===== src/rtl/alu_mc.sv =====
// Multi-cycle ALU: single-cycle arithmetic/logic ops, iterative 1-bit/cycle shifts, shift-add multiply.
// Valid/ready on both sides. All results and flags are registered and held in DONE until they are taken.
module alu_mc #(
  parameter int WIDTH = 8
) (
  input  logic             clk,
  input  logic             reset,
  input  logic             in_valid,
  output logic             in_ready,
  input  logic [3:0]       op,
  input  logic [WIDTH-1:0] A,
  input  logic [WIDTH-1:0] B,
  output logic             out_valid,
  input  logic             out_ready,
  output logic [WIDTH-1:0] out,
  output logic             CO,
  output logic             OVF,
  output logic             Z,
  output logic             N,
  output logic             busy
);
  localparam int SHW = $clog2(WIDTH);
  localparam int MSB = WIDTH - 1;

  typedef enum logic [1:0] {IDLE, SHIFT, MUL, DONE} state_t;
  state_t state, state_nx;

  logic [WIDTH-1:0] acc, a_r, b_r;
  logic [SHW-1:0]   cnt;
  logic [1:0]       sh_op;
  logic [SHW-1:0]   amt;
  logic             accept, is_shift, is_mul, long_op;
  logic [WIDTH:0]   sum_ext;
  logic [WIDTH-1:0] diff;
  logic [WIDTH-1:0] imm_val, sh_nx, mul_nx, fin_val;
  logic             imm_co, imm_ovf, sh_co, fin_co, fin_ovf, fin_load;

  assign in_ready  = (state == IDLE) || (state == DONE && out_ready);
  assign out_valid = (state == DONE);
  assign busy      = (state == SHIFT) || (state == MUL);
  assign accept    = in_valid && in_ready;
  assign amt       = B[SHW-1:0];
  assign is_shift  = (op[3:2] == 2'b10);
  assign is_mul    = (op == 4'd12);
  assign long_op   = is_mul || (is_shift && amt != '0);
  assign sum_ext   = {1'b0, A} + {1'b0, B};
  assign diff      = A - B;
  assign mul_nx    = acc + (b_r[0] ? a_r : '0);

  always_ff @(posedge clk) begin
    if (reset) state <= IDLE;
    else       state <= state_nx;
  end

  always_comb begin
    state_nx = state;
    case (state)
      IDLE, DONE: begin
        if (accept) begin
          if (is_mul)       state_nx = MUL;
          else if (long_op) state_nx = SHIFT;
          else              state_nx = DONE;
        end else if (state == DONE && out_ready) begin
          state_nx = IDLE;
        end
      end
      SHIFT, MUL: if (cnt == '0) state_nx = DONE;
      default: state_nx = IDLE;
    endcase
  end

  // Single-cycle results; shift ops reach here only with a zero amount.
  always_comb begin
    imm_val = '0;
    imm_co  = 1'b0;
    imm_ovf = 1'b0;
    case (op)
      4'd0: begin
        imm_val = sum_ext[WIDTH-1:0];
        imm_co  = sum_ext[WIDTH];
        imm_ovf = (A[MSB] == B[MSB]) && (sum_ext[MSB] != A[MSB]);
      end
      4'd1: begin
        imm_val = diff;
        imm_co  = (A >= B);
        imm_ovf = (A[MSB] != B[MSB]) && (diff[MSB] != A[MSB]);
      end
      4'd2: imm_val = A & B;
      4'd3: imm_val = A | B;
      4'd4: imm_val = A ^ B;
      4'd5: imm_val = A & ~B;
      4'd6: imm_val = B;
      4'd7: imm_val = ~B;
      4'd8, 4'd9, 4'd10, 4'd11: imm_val = A;
      default: ;
    endcase
  end

  always_comb begin
    sh_nx = acc;
    sh_co = 1'b0;
    case (sh_op)
      2'd0:    {sh_co, sh_nx} = {acc, 1'b0};
      2'd1:    {sh_nx, sh_co} = {1'b0, acc};
      2'd2:    {sh_nx, sh_co} = {acc[MSB], acc};
      default: {sh_nx, sh_co} = {acc[0], acc};
    endcase
  end

  always_comb begin
    fin_load = 1'b0;
    fin_val  = imm_val;
    fin_co   = imm_co;
    fin_ovf  = imm_ovf;
    if (accept && !long_op) begin
      fin_load = 1'b1;
    end else if (state == SHIFT && cnt == '0) begin
      fin_load = 1'b1;
      fin_val  = sh_nx;
      fin_co   = sh_co;
      fin_ovf  = 1'b0;
    end else if (state == MUL && cnt == '0) begin
      fin_load = 1'b1;
      fin_val  = mul_nx;
      fin_co   = 1'b0;
      fin_ovf  = 1'b0;
    end
  end

  always_ff @(posedge clk) begin
    if (reset) begin
      acc   <= '0;
      a_r   <= '0;
      b_r   <= '0;
      cnt   <= '0;
      sh_op <= '0;
      out   <= '0;
      CO    <= 1'b0;
      OVF   <= 1'b0;
      Z     <= 1'b0;
      N     <= 1'b0;
    end else begin
      if (accept) begin
        sh_op <= op[1:0];
        a_r   <= A;
        b_r   <= B;
        if (is_mul) begin
          acc <= '0;
          cnt <= SHW'(WIDTH - 1);
        end else begin
          acc <= A;
          cnt <= amt - 1'b1;
        end
      end else if (state == SHIFT) begin
        acc <= sh_nx;
        cnt <= cnt - 1'b1;
      end else if (state == MUL) begin
        // Multiplicand walks left while the multiplier is consumed from its LSB.
        acc <= mul_nx;
        a_r <= a_r << 1;
        b_r <= b_r >> 1;
        cnt <= cnt - 1'b1;
      end
      if (fin_load) begin
        out <= fin_val;
        CO  <= fin_co;
        OVF <= fin_ovf;
        Z   <= (fin_val == '0);
        N   <= fin_val[MSB];
      end
    end
  end
endmodule


===== config.mk =====
export PLATFORM = sky130hd
export DESIGN_NAME = alu_mc
export DESIGN_NICKNAME = d
export VERILOG_FILES = /design/src/rtl/alu_mc.sv
export SDC_FILE = /design/constraint.sdc
export NUM_CORES = 1
export LEC_CHECK = 0
export ABC_CLOCK_PERIOD_IN_PS = 3200
export BUFFER_PORTS_ARGS = -buffer_cell sky130_fd_sc_hd__buf_4
export CELL_PAD_IN_SITES_DETAIL_PLACEMENT = 0
export CELL_PAD_IN_SITES_GLOBAL_PLACEMENT = 1
export CORE_ASPECT_RATIO = 1.5
export CORE_MARGIN = 5
export CORE_UTILIZATION = 25
export DETAILED_ROUTE_END_ITERATION = 8
export PLACE_DENSITY_LB_ADDON = 0.1
export SETUP_SLACK_MARGIN = 0.5
export SLEW_MARGIN = 20
export SYNTH_ARGS = -nofsm -noshare
export SYNTH_HDL_FRONTEND = slang
export SYNTH_SLANG_ARGS = --single-unit

===== constraint.sdc =====
create_clock -name clk -period 3.2 [get_ports clk]
set_input_delay 0.8 -clock clk [delete_from_list [all_inputs] [get_ports clk]]
set_output_delay 0.8 -clock clk [all_outputs]
set_load 0.02 [all_outputs]

* Word-level counts from Yosys, hierarchy flattened
Index checks and enable logic that the tools add are counted.
** Storage, ports and cells
- Register bits after elaboration :: 43
- Input bits :: 24
- Word-level logic and storage cells :: 110
** Cells by class
- Add/sub/neg operators :: 5
- $lt $le $gt $ge :: 1
- Equality and inequality tests :: 25
- Muxes and demuxes :: 38
- Bitwise logic cells :: 5
- Reduce and logical (&&, ||, !) cells :: 25
** Operator list (number)
- $mux 8 :: 14
- $pmux 8 s9 :: 1
- $pmux 8 s3 :: 1
- $eq 4x4->1 const B :: 5
- $and 8x8->8 :: 2
- $eq 4x3->1 const B :: 4
- $mux 3 :: 4
- $mux 1 :: 10
- $mux 2 :: 5
- $add 8x8->9 :: 1
- $add 8x8->8 :: 1
- $eq 2x2->1 const B :: 4
- $eq 4x2->1 const B :: 2
- $ge 8x8->1 :: 1
- $logic_and 1x1->1 :: 8
- $logic_not 8->1 :: 1
- $not 8->8 :: 1
- $or 8x8->8 :: 1
- $sub 8x8->8 :: 1
- $xor 8x8->8 :: 1
- $reduce_bool 3->1 :: 2
- $sub 3x1->3 const B :: 2
- $eq 2x1->1 const B :: 2
- $eq 4x1->1 const B :: 1
- other kinds (15) :: 24

* Logic depth before layout (Yosys ltp)
Gate-level depths: netlist of run 1.
- Word-level depth :: 7
- Mapped depth :: 12
- Depth with buffers taken out :: 12

* Least setup slack after synthesis of run 1
No wires, ideal clock.
- Kind :: input to register
- From :: input A[0]
- To :: register Z
- Data arrival time :: 2837 ps
- Required time :: 3083 ps
- Path slack :: 246 ps
- Stages on the path :: 10
- Path buffers :: 0
- Cell sequence :: ha_1 -> fa_1 -> a211oi_1 -> nor3_1 -> xnor2_1 -> o311a_1 -> o32a_1 -> and3b_1 -> and4_1 -> a32o_1
** Between the ends
- Longest elaborated chain between the ends :: 6
- Elaborated cells between the ends (all ways) :: 11
** Ends and longest elaborated chain
- from (decl) :: line 11 : input logic [WIDTH-1:0] A,
- $sub 8x8->8, or another cell as far along :: line 47 : assign diff = A - B;
- $pmux 8 s9 * :: line 77 : case (op)
- $mux 8 :: line 122 : end else if (state == MUL && cnt == '0) begin
- $mux 8 :: line 117 : end else if (state == SHIFT && cnt == '0) begin
- $mux 8 * :: line 115 : if (accept && !long_op) begin
- $logic_not 8->1 * :: line 168 : Z <= (fin_val == '0);
- to (signal assigned) :: line 168
- to (decl) :: line 18 : output logic Z,
Every way passes the cells marked *; elsewhere a longest branch is shown, timed or not.
A chain may end at the register's enable or synchronous reset.

* Worst setup path in the final report of run 1
- From :: input B[0]
- To :: register Z
** Between the ends
- Longest elaborated chain between the ends :: 7
- Elaborated cells between the ends (all ways) :: 18
** Ends and longest elaborated chain
- from (decl) :: line 12 : input logic [WIDTH-1:0] B,
- parallel branches: the longest is 7 deep, another holds $sub 8x8->8
Several ways; the timed one is not identified.

==> results of run 1 <==
layout by cell type (no fill, tap or decap), types with 9 or more instances in the layout:
cell / count
a211oi_1: 22
a21oi_1: 42
buf_4: 86
dfxtp_1: 39
ha_1: 34
inv_1: 27
mux2i_1: 14
nand2_1: 49
nor2_1: 80
nor2b_1: 9
nor3_1: 13
o21ai_0: 26
o22ai_1: 10
layer usage:
metal	global-route usage	wire length (um)
met1	0.1923	6392
met4	0.05126	367
met3	0.01350	311
met2	0.3260	8798
met5	0	0
synthesized netlist by cell type (all sizes together) (13+ instances only):
library cell	count
a211oi	23
a21oi	42
buf	13
clkbuf	21
dfxtp	42
ha	39
inv	31
mux2i	14
nand2	50
nor2	83
nor3	18
o21ai	31
area by class of cell:
cell class | instances | area, sq um | area share
clock buffer | 5 | 125.1 | 0.02434
clock inverter | 3 | 43.79 | 0.008518
inverter | 31 | 120.1 | 0.02336
multi-input combinational | 445 | 3073 | 0.5977
sequential | 42 | 844.6 | 0.1643
tap | 206 | 257.7 | 0.05013
timing repair buffer | 88 | 676.9 | 0.1317
stage by stage:
stage	hold slack (ns)	setup WS [ns]	area [sq um]
2_1_floorplan	0.4570	0.3686	4061
3_3_place_gp	0.4458	-0.03418	4810
3_5_place_dp	0.4534	-0.03883	4810
4_1_cts	0.4637	0.4154	5089
5_1_grt	0.4948	0.3177	5141
6_report	0.4585	0.4009	5141
worst max-delay path: stages:
cell and delay [ns]:
buf_4 0.14, ha_4 0.16, fa_2 0.37, a211oi_4 0.27
nor3_2 0.07, xnor2_1 0.13, o311a_1 0.32, o32a_1 0.18
and3b_1 0.17, and4_1 0.19, a32o_1 0.21
path summary, 6_finish.rpt:
path / endpoint / slack (ns) / cells after the start
worst min-delay path: out[2]$_SDFFE_PP0P_ / 0.46 / 2
worst min register to register: out[2]$_SDFFE_PP0P_ / 0.46 / 2
worst max register to register: Z$_SDFFE_PP0P_ / 0.47 / 12
worst max-delay path: Z$_SDFFE_PP0P_ / 0.40 / 11
state kept, by name, indices dropped and copies added (netlist names):
name,flops
a_r,8
acc,8
b_r,8
out,8
cnt,3
sh_op,2
state,2
CO,1
OVF,1
Z,1
kinds of logic (layout without fill, tap and decap cells):
group / Yosys count / count (layout) / share of synthesized area
fa+ha+maj: 42 / 42 / 0.1358
simple gates: 199 / 199 / 0.2266
compound gates: 180 / 180 / 0.3032
xor+xnor: 9 / 9 / 0.01953
mux: 15 / 15 / 0.03751
flops: 42 / 42 / 0.2083
buf+inv: 65 / 127 / 0.06912
what timing repair did:
item                                   in CTS  in global routing
setup endpoints to repair                   5                  7
gates resized for setup                    22                  9
pin swaps                                  11                  6
setup buffers                               2                  1
endpoints found under the hold margin       0                  0
power by group through the flow:
| stage | combinational, mW | sequential, mW | clock (mW) |
|---|---|---|---|
| finish | 2.23 | 0.940 | 0.614 |
| global route | 2.45 | 0.974 | 0.647 |
| CTS | 2.23 | 0.946 | 0.629 |
| detailed placement | 2.19 | 0.954 | 0 |
| global placement | 2.18 | 0.951 | 0 |
| floorplan | 1.37 | 0.940 | 0 |
==> out/metrics.cfg, run 1 <==
[yosys]
synth_top_area_frac=0.2083
synth_area_sq_um=4036
synth_edf_count=0
synthArstFlopShare=0
ys_top_cells_by_area=dfxtp_1, ha_1, nor2_1
postSynthCellCount=552
syn-num-nets=618
synth.largest_area_cell=dfxtp_1
yosys_most_used_dff=dfxtp_1
synth-warning-count=0
ys_types=67
synth_seq_cells=42
ys_seq_area_frac=0.2083
syn_avg_cell_area_sq_um=7.312

[route]
finalWirelength_um=15870
drt_iter0_markers=187
num_vias=4252
route.detailed.drc=0
drt_first_pass_iters=4
avgViaCountPerCell=5.185
wl_per_cell_um=19.35
ant_nets=0

[sta]
setup_viol=0
max_freq_ghz=0.3573
rsz0062_at_grt=true
slew_headroom=0.6034
period_share=0.8747
slew_viol_final=0
finalClockSkew_ns=0.006198
worst_slew_pin_slew_ns=0.5934
finalCriticalPeriod_ns=2.799
fin_tns_setup_ns=0
hold_viol=0

[clocking]
worst_skew_pair.late_latency_ns=0.30
cts_tree=done
clk_pin_slew_ns=0.07
clkSinkCount=42
cts-root-buf=clkbuf_16
cts-htree-levels=2
cts_hold_buffers=0
cts.path.max_buffers=2
numCtsBuffers=5

[power_and_ir_drop]
sequentialPowerShare=0.249
power.density_nw_per_um2=735.2
p_switching_mw=1.750
p_sw_frac=0.4630
clkPwrFrac=0.162
irDropWorstVdd_v=0.0002762
p_int_mw=2.030
p_leak_nw=2.117
fin_total_pwr_mw=3.780
combPwrFrac=0.589

[setup_path]
path_max_fanout=3
startpoint=B[0]
arrival_ns=2.99
endpoint_kind=flop
required_ns=3.39
worstSetupPathType=in2reg
timing.rr.start=a_r[0]$_SDFFE_PP0P_
critPathLaunchType=input port

[die]
die_h_um=165.6
core_area_sq_um=16050
die-area_sq_um=18840
fp.dieW_um=113.8
start_util=0.2515
num_rows=57
ios=39

[placed_design]
hpwl_um=12770
portBuffers=38
gp_congestion=0.8638
dp_cells=809

[outcome]
outcome=finished, final reports clean

[finish]
fin_cells=820
area_growth_pct=27.37
fin_util=0.3204
layout-drive-gt1-share=0.2101
fillCellCount=1726
layout.nets=679
diodes=0

[global_route]
grt_start_max_net_pins=44
grt_pass1_wl_um=24850
antenna_found_initial=0
overflow=0
grt_usage=0.1691
grt_pass1_vias=4414

[run]
cap_viol_max_count=0

[min_path]
hp-class=reg2reg
holdCritStartpoint=out[2]$_SDFFE_PP0P_

No activity file was read; power rests on OpenSTA's default activity.
==> run 2, diff against run 1 <==
CORE_ASPECT_RATIO = 1.75   (was 1.5)
==> out/metrics.cfg, run 2 (same netlist as run 1, synthesis figures left out) <==
[setup_path]
arrival_ns=3.01  ; +0.02 ns
crit_buf_inv=1  ; unchanged
worstSetupPathType=in2reg
cp_top_family=compound AO/OA/AOI/OAI gates
required_ns=3.39  ; about the same
endpoint_kind=flop
path_cells=buf_8 > ha_4 > fa_2 > a211oi_4 > nor3_2 > xnor2_1 > o311a_1 > o32a_1 > and3b_1 > and4_1 > a32o_1
critPathLaunchType=input port
path_max_fanout=3  ; unchanged
slowest_delay_ns=0.37  ; about the same
crit_slowest_cell=fa_2

[finish]
layout-drive-gt1-share=0.2274  ; +0.01732
mostFrequentLayoutCell=buf_4
layout_common_cells=buf_4, nor2_1, nand2_1
layout.nets=685  ; +0.88%
area_growth_pct=29.57
fillCellCount=1742  ; +0.93%
diodes=0  ; unchanged

[route]
drt_iter0_markers=253  ; +35%
drt_first_pass_iters=5  ; +1
wl_per_cell_um=20.30  ; +4.9%
ant_nets=0  ; unchanged
avgViaCountPerCell=5.387  ; +3.9%
route.detailed.drc=0  ; unchanged
num_vias=4358  ; +2.5%
finalWirelength_um=16420  ; +3.5%

[clocking]
cts-htree-levels=2  ; unchanged
cts_tree=done
cts-root-buf=clkbuf_16
worst_skew_pair.late_latency_ns=0.29  ; about the same
clk_pin_slew_ns=0.07  ; about the same
numCtsBuffers=5  ; unchanged
clkSinkCount=42  ; unchanged
cts.path.max_buffers=2  ; unchanged

[sta]
max_freq_ghz=0.3541  ; -0.89%
worst_slew_pin_slew_ns=0.5648  ; -0.02852 ns
hold-worst-slack_ns=0.4591  ; +0.0006680 ns
slew_viol_final=0  ; unchanged
rsz0062_at_grt=true
finalCriticalPeriod_ns=2.824  ; +0.02524 ns
hold_viol=0  ; unchanged
finalClockSkew_ns=0.005888  ; -0.0003106 ns
slew_headroom=0.6230  ; +0.01964
period_share=0.8826  ; +0.007889
setup_viol=0  ; unchanged

[power_and_ir_drop]
power.density_nw_per_um2=737.8  ; +0.36%
p_leak_nw=2.154  ; +1.8%
fin_total_pwr_mw=3.859  ; +2.1%
irDropWorstVdd_v=0.0002683  ; -2.9%

[die]
die_h_um=178.1  ; +7.5%
die-area_sq_um=18890  ; +0.25%
start_util=0.2543  ; +0.002716
ios=39  ; unchanged
fp.dieW_um=106.1  ; -6.8%
core_area_sq_um=15880  ; -1.1%
num_rows=61  ; +7.0%

[placed_design]
gp_congestion=0.8991  ; +4.1%
portBuffers=38  ; unchanged
hpwl_um=13150  ; +3.0%

[global_route]
overflow=0  ; unchanged
antenna_found_initial=0  ; unchanged
grt_start_max_net_pins=44  ; unchanged
grt_pass1_wl_um=25460  ; +2.4%
grt_pass1_vias=4452  ; +0.86%
grt_usage=0.1758  ; +0.006670

[outcome]
outcome=finished, final reports clean

[run]
cap_viol_max_count=0  ; unchanged

[min_path]
hp-class=reg2reg

[run 2: cell types whose count changed in the layout (fill, tap and decap cells not counted), sizes merged]
cell      previous run  this run
clkinvlp             1         2
clkbuf               5         6
buf                 88        94
clkinv               1         0
inv                 31        30
[run 2: timing repair]
item,in CTS,in global routing
endpoints found under the setup margin,5,9
gates resized for setup,19,29
setup buffers,2,4
pin swaps,14,16
gates cloned,0,0
hold buffers,0,0
[run 2: metal layers]
| layer | vias up | part of all wire | wire length (um) | global-route usage |
|---|---|---|---|---|
| li1 | 2141 | - | - | - |
| met1 | 2103 | 0.39 | 6333 | 0.1895 |
| met2 | 92 | 0.57 | 9280 | 0.3520 |
| met3 | 22 | 0.017 | 279 | 0.007244 |
| met4 | 0 | 0.032 | 528 | 0.07077 |
| met5 | - | 0 | 0 | 0 |
[run 2: tightest hold or removal path, cell delays in order (launching register included)]
cell and delay [ns]:
dfxtp_1 0.31, nand2_1 0.05, a21oi_1 0.05
[run 2: per-stage QoR]
stage            util  worst slack [ns]  instances  cell area, sq um  setup TNS [ns]
6_report       0.3294            0.3756        809              5230               0
5_1_grt        0.3294            0.3041        809              5230               0
4_1_cts        0.3203            0.3791        805              5085               0
3_5_place_dp   0.3029         -0.002117        795              4808       -0.002117
3_3_place_gp   0.3029           0.01542        795              4808               0
2_1_floorplan       -            0.3686        552              4061               0
[run 2: power breakdown]
| group | switching [mW] | leakage (nW) | internal (mW) |
|---|---|---|---|
| registers | 0.204 | 0.347 | 0.748 |
| logic | 1.35 | 1.73 | 0.956 |
| clock network | 0.231 | 0.0771 | 0.369 |
| total | 1.79 | 2.15 | 2.07 |
[run 2: final cells by class]
cell class	count	area [sq um]	area share
multi-input cells	445	3113	0.5952
flip-flops and latches	42	844.6	0.1615
repair buffers	94	749.5	0.1433
well taps	189	236.5	0.04522
clock buffers	6	128.9	0.02464
inverters	31	120.1	0.02297
clock inverters	2	37.54	0.007177
[run 2: path summary, 6_finish.rpt]
path,start,end,slack (ns),depth (start not counted)
setup / recovery,B[0],Z$_SDFFE_PP0P_,0.38,11
hold / removal,out[2]$_SDFFE_PP0P_,out[2]$_SDFFE_PP0P_,0.46,2
setup reg to reg,b_r[0]$_SDFFE_PP0P_,Z$_SDFFE_PP0P_,0.45,11
hold reg to reg,out[2]$_SDFFE_PP0P_,out[2]$_SDFFE_PP0P_,0.46,2
==> run 3, diff against run 2 <==
SETUP_SLACK_MARGIN = 0.15   (was 0.5)
==> out/metrics.cfg, run 3 (same netlist as run 1, synthesis figures left out) <==
[setup_path]
cpMostUsedCell=buf_4
critPathLaunchType=input port
required_ns=3.39  ; about the same
ff2ff_path_depth=11  ; unchanged
crit_slowest_cell=fa_2
r2r_end=Z$_SDFFE_PP0P_
slowest_delay_ns=0.36  ; about the same
startpoint=A[0]
r2r_slack_ns=0.41  ; -0.04 ns
arrival_ns=3.11  ; +0.10 ns
path_max_fanout=2  ; -1
worstSetupPathType=in2reg
endpoint_kind=flop
timing.rr.start=acc[0]$_SDFFE_PP0P_
path_cells=buf_4 > ha_1 > fa_2 > a211oi_2 > buf_4 > nor3_1 > xnor2_1 > o311a_1 > o32a_1 > and3b_1 > and4_1 > a32o_1

[finish]
area_growth_pct=26.66
layout.nets=692  ; +1.0%
mostFrequentLayoutCell=buf_4
diodes=0  ; unchanged
layout-drive-gt1-share=0.2010  ; -0.02646
fin_util=0.3220  ; -0.007408
layout_common_cells=buf_4, nor2_1, nand2_1

[global_route]
overflow=0  ; unchanged
grt_start_max_net_pins=44  ; unchanged
grt_usage=0.1744  ; -0.001404
grt_pass1_wl_um=25140  ; -1.2%
grt_pass1_vias=4571  ; +2.7%
antenna_found_initial=0  ; unchanged

[die]
num_rows=61  ; unchanged
fp.dieW_um=106.1  ; unchanged
die_h_um=178.1  ; unchanged
start_util=0.2543  ; unchanged
die-area_sq_um=18890  ; unchanged
core_area_sq_um=15880  ; unchanged
ios=39  ; unchanged

[clocking]
cts_hold_buffers=0  ; unchanged
clk_pin_slew_ns=0.07  ; about the same
cts_tree=done
worst_skew_pair.late_latency_ns=0.29  ; about the same
cts-root-buf=clkbuf_16
cts-htree-levels=2  ; unchanged
numCtsBuffers=5  ; unchanged
cts.path.max_buffers=2  ; unchanged
clkSinkCount=42  ; unchanged

[route]
avgViaCountPerCell=5.277  ; -2.0%
drt_iter0_markers=137  ; -46%
route.detailed.drc=0  ; unchanged
wl_per_cell_um=19.75  ; -2.7%
finalWirelength_um=16120  ; -1.9%
drt_first_pass_iters=4  ; -1
num_vias=4306  ; -1.2%
ant_nets=0  ; unchanged

[sta]
slew_headroom=0.5719  ; -0.05116
rsz0062_at_grt=false
hold_viol=0  ; unchanged
max_freq_ghz=0.3423  ; -3.3%
hold-worst-slack_ns=0.4571  ; -0.002009 ns
slew_viol_final=0  ; unchanged
finalCriticalPeriod_ns=2.922  ; +0.09716 ns
finalClockSkew_ns=0.005774  ; -0.0001133 ns
period_share=0.9130  ; +0.03036
worst_slew_pin_slew_ns=0.6409  ; +0.07603 ns
setup_viol=0  ; unchanged
setup_ws_ns=0.2785  ; -0.09716 ns

[placed_design]
preCtsSetupSlack_ns=-0.1044  ; -0.1023 ns
hpwl_um=13340  ; +1.5%
portBuffers=38  ; unchanged
gp_congestion=0.8809  ; -2.0%

[power_and_ir_drop]
irDropWorstVdd_v=0.0002650  ; -1.2%
power.density_nw_per_um2=746.3  ; +1.1%
fin_total_pwr_mw=3.815  ; -1.1%
p_sw_frac=0.4479  ; -0.01475
p_int_mw=2.106  ; +1.6%
sequentialPowerShare=0.246  ; about the same
clkPwrFrac=0.177  ; +0.021
p_leak_nw=2.178  ; +1.1%
combPwrFrac=0.577  ; -0.021
p_switching_mw=1.709  ; -4.3%

[min_path]
hold_path_depth=2  ; unchanged
hp-class=reg2reg
worstHoldEndpoint=out[1]$_SDFFE_PP0P_
holdCritStartpoint=out[1]$_SDFFE_PP0P_

[outcome]
outcome=finished, final reports clean

[run]
cap_viol_max_count=0  ; unchanged

[run 3: cell types whose count changed in the layout (fill, tap and decap cells not counted), moves of 4 or more]
| cell | change |
|---|---|
| nor3_1 | +4 |
| buf_4 | +12 |
| ha_4 | -4 |
| ha_1 | +5 |
[run 3: power by group through the flow]
stage          registers [mW]  logic [mW]  clock network (mW)
3_5_place_dp            0.958        2.22                   0
2_1_floorplan           0.940        1.37                   0
3_3_place_gp            0.954        2.22                   0
6_report                0.940        2.20               0.675
5_1_grt                 0.975        2.45               0.709
4_1_cts                 0.947        2.23               0.693
[run 3: cell type report]
class / count / area [sq um]
clock inverters: 3 / 68.82
inverters: 31 / 116.4
repair buffers: 101 / 770.7
well taps: 189 / 236.5
multi-input cells: 445 / 2954
flip-flops and latches: 42 / 840.8
clock buffers: 5 / 125.1
fillers: 1778 / 10760
[run 3: metrics by stage]
stage	instances	cell area [sq um]	TNS, ns
5_1_grt	816	5112	0
2_1_floorplan	552	4036	0
6_report	816	5112	0
4_1_cts	815	5070	0
3_5_place_dp	807	4876	-0.1044
3_3_place_gp	807	4876	-0.1137
[run 3: worst max-delay path by stage]
stage / endpoint / slack [ns]
after CTS: Z$_SDFFE_PP0P_ / 0.20
final: Z$_SDFFE_PP0P_ / 0.28
after global placement: Z$_SDFFE_PP0P_ / -0.11
after detailed placement: Z$_SDFFE_PP0P_ / -0.10
after floorplan: Z$_SDFFE_PP0P_ / 0.25
after global routing: Z$_SDFFE_PP0P_ / 0.16
[run 3: per-layer routing]
metal	GRT usage	up-vias	share of wire
li1	-	2156	-
met1	0.1826	2044	0.39
met2	0.3485	73	0.56
met3	0.01087	33	0.015
met4	0.07942	0	0.041
met5	0	-	0
[run 3: worst max-delay path, delay by kind of cell]
kind | cells | cell delay [ns]
compound gates | 4 | 0.91
xor+xnor | 1 | 0.13
fa+ha+maj | 2 | 0.58
buf+inv | 2 | 0.26
simple gates | 3 | 0.41
[run 3: timing repair]
action / CTS / global route
setup buffers: 0 / 1
gates resized for setup: 0 / 9
hold endpoints to repair: 0 / 0
endpoints found under the setup margin: 0 / 3
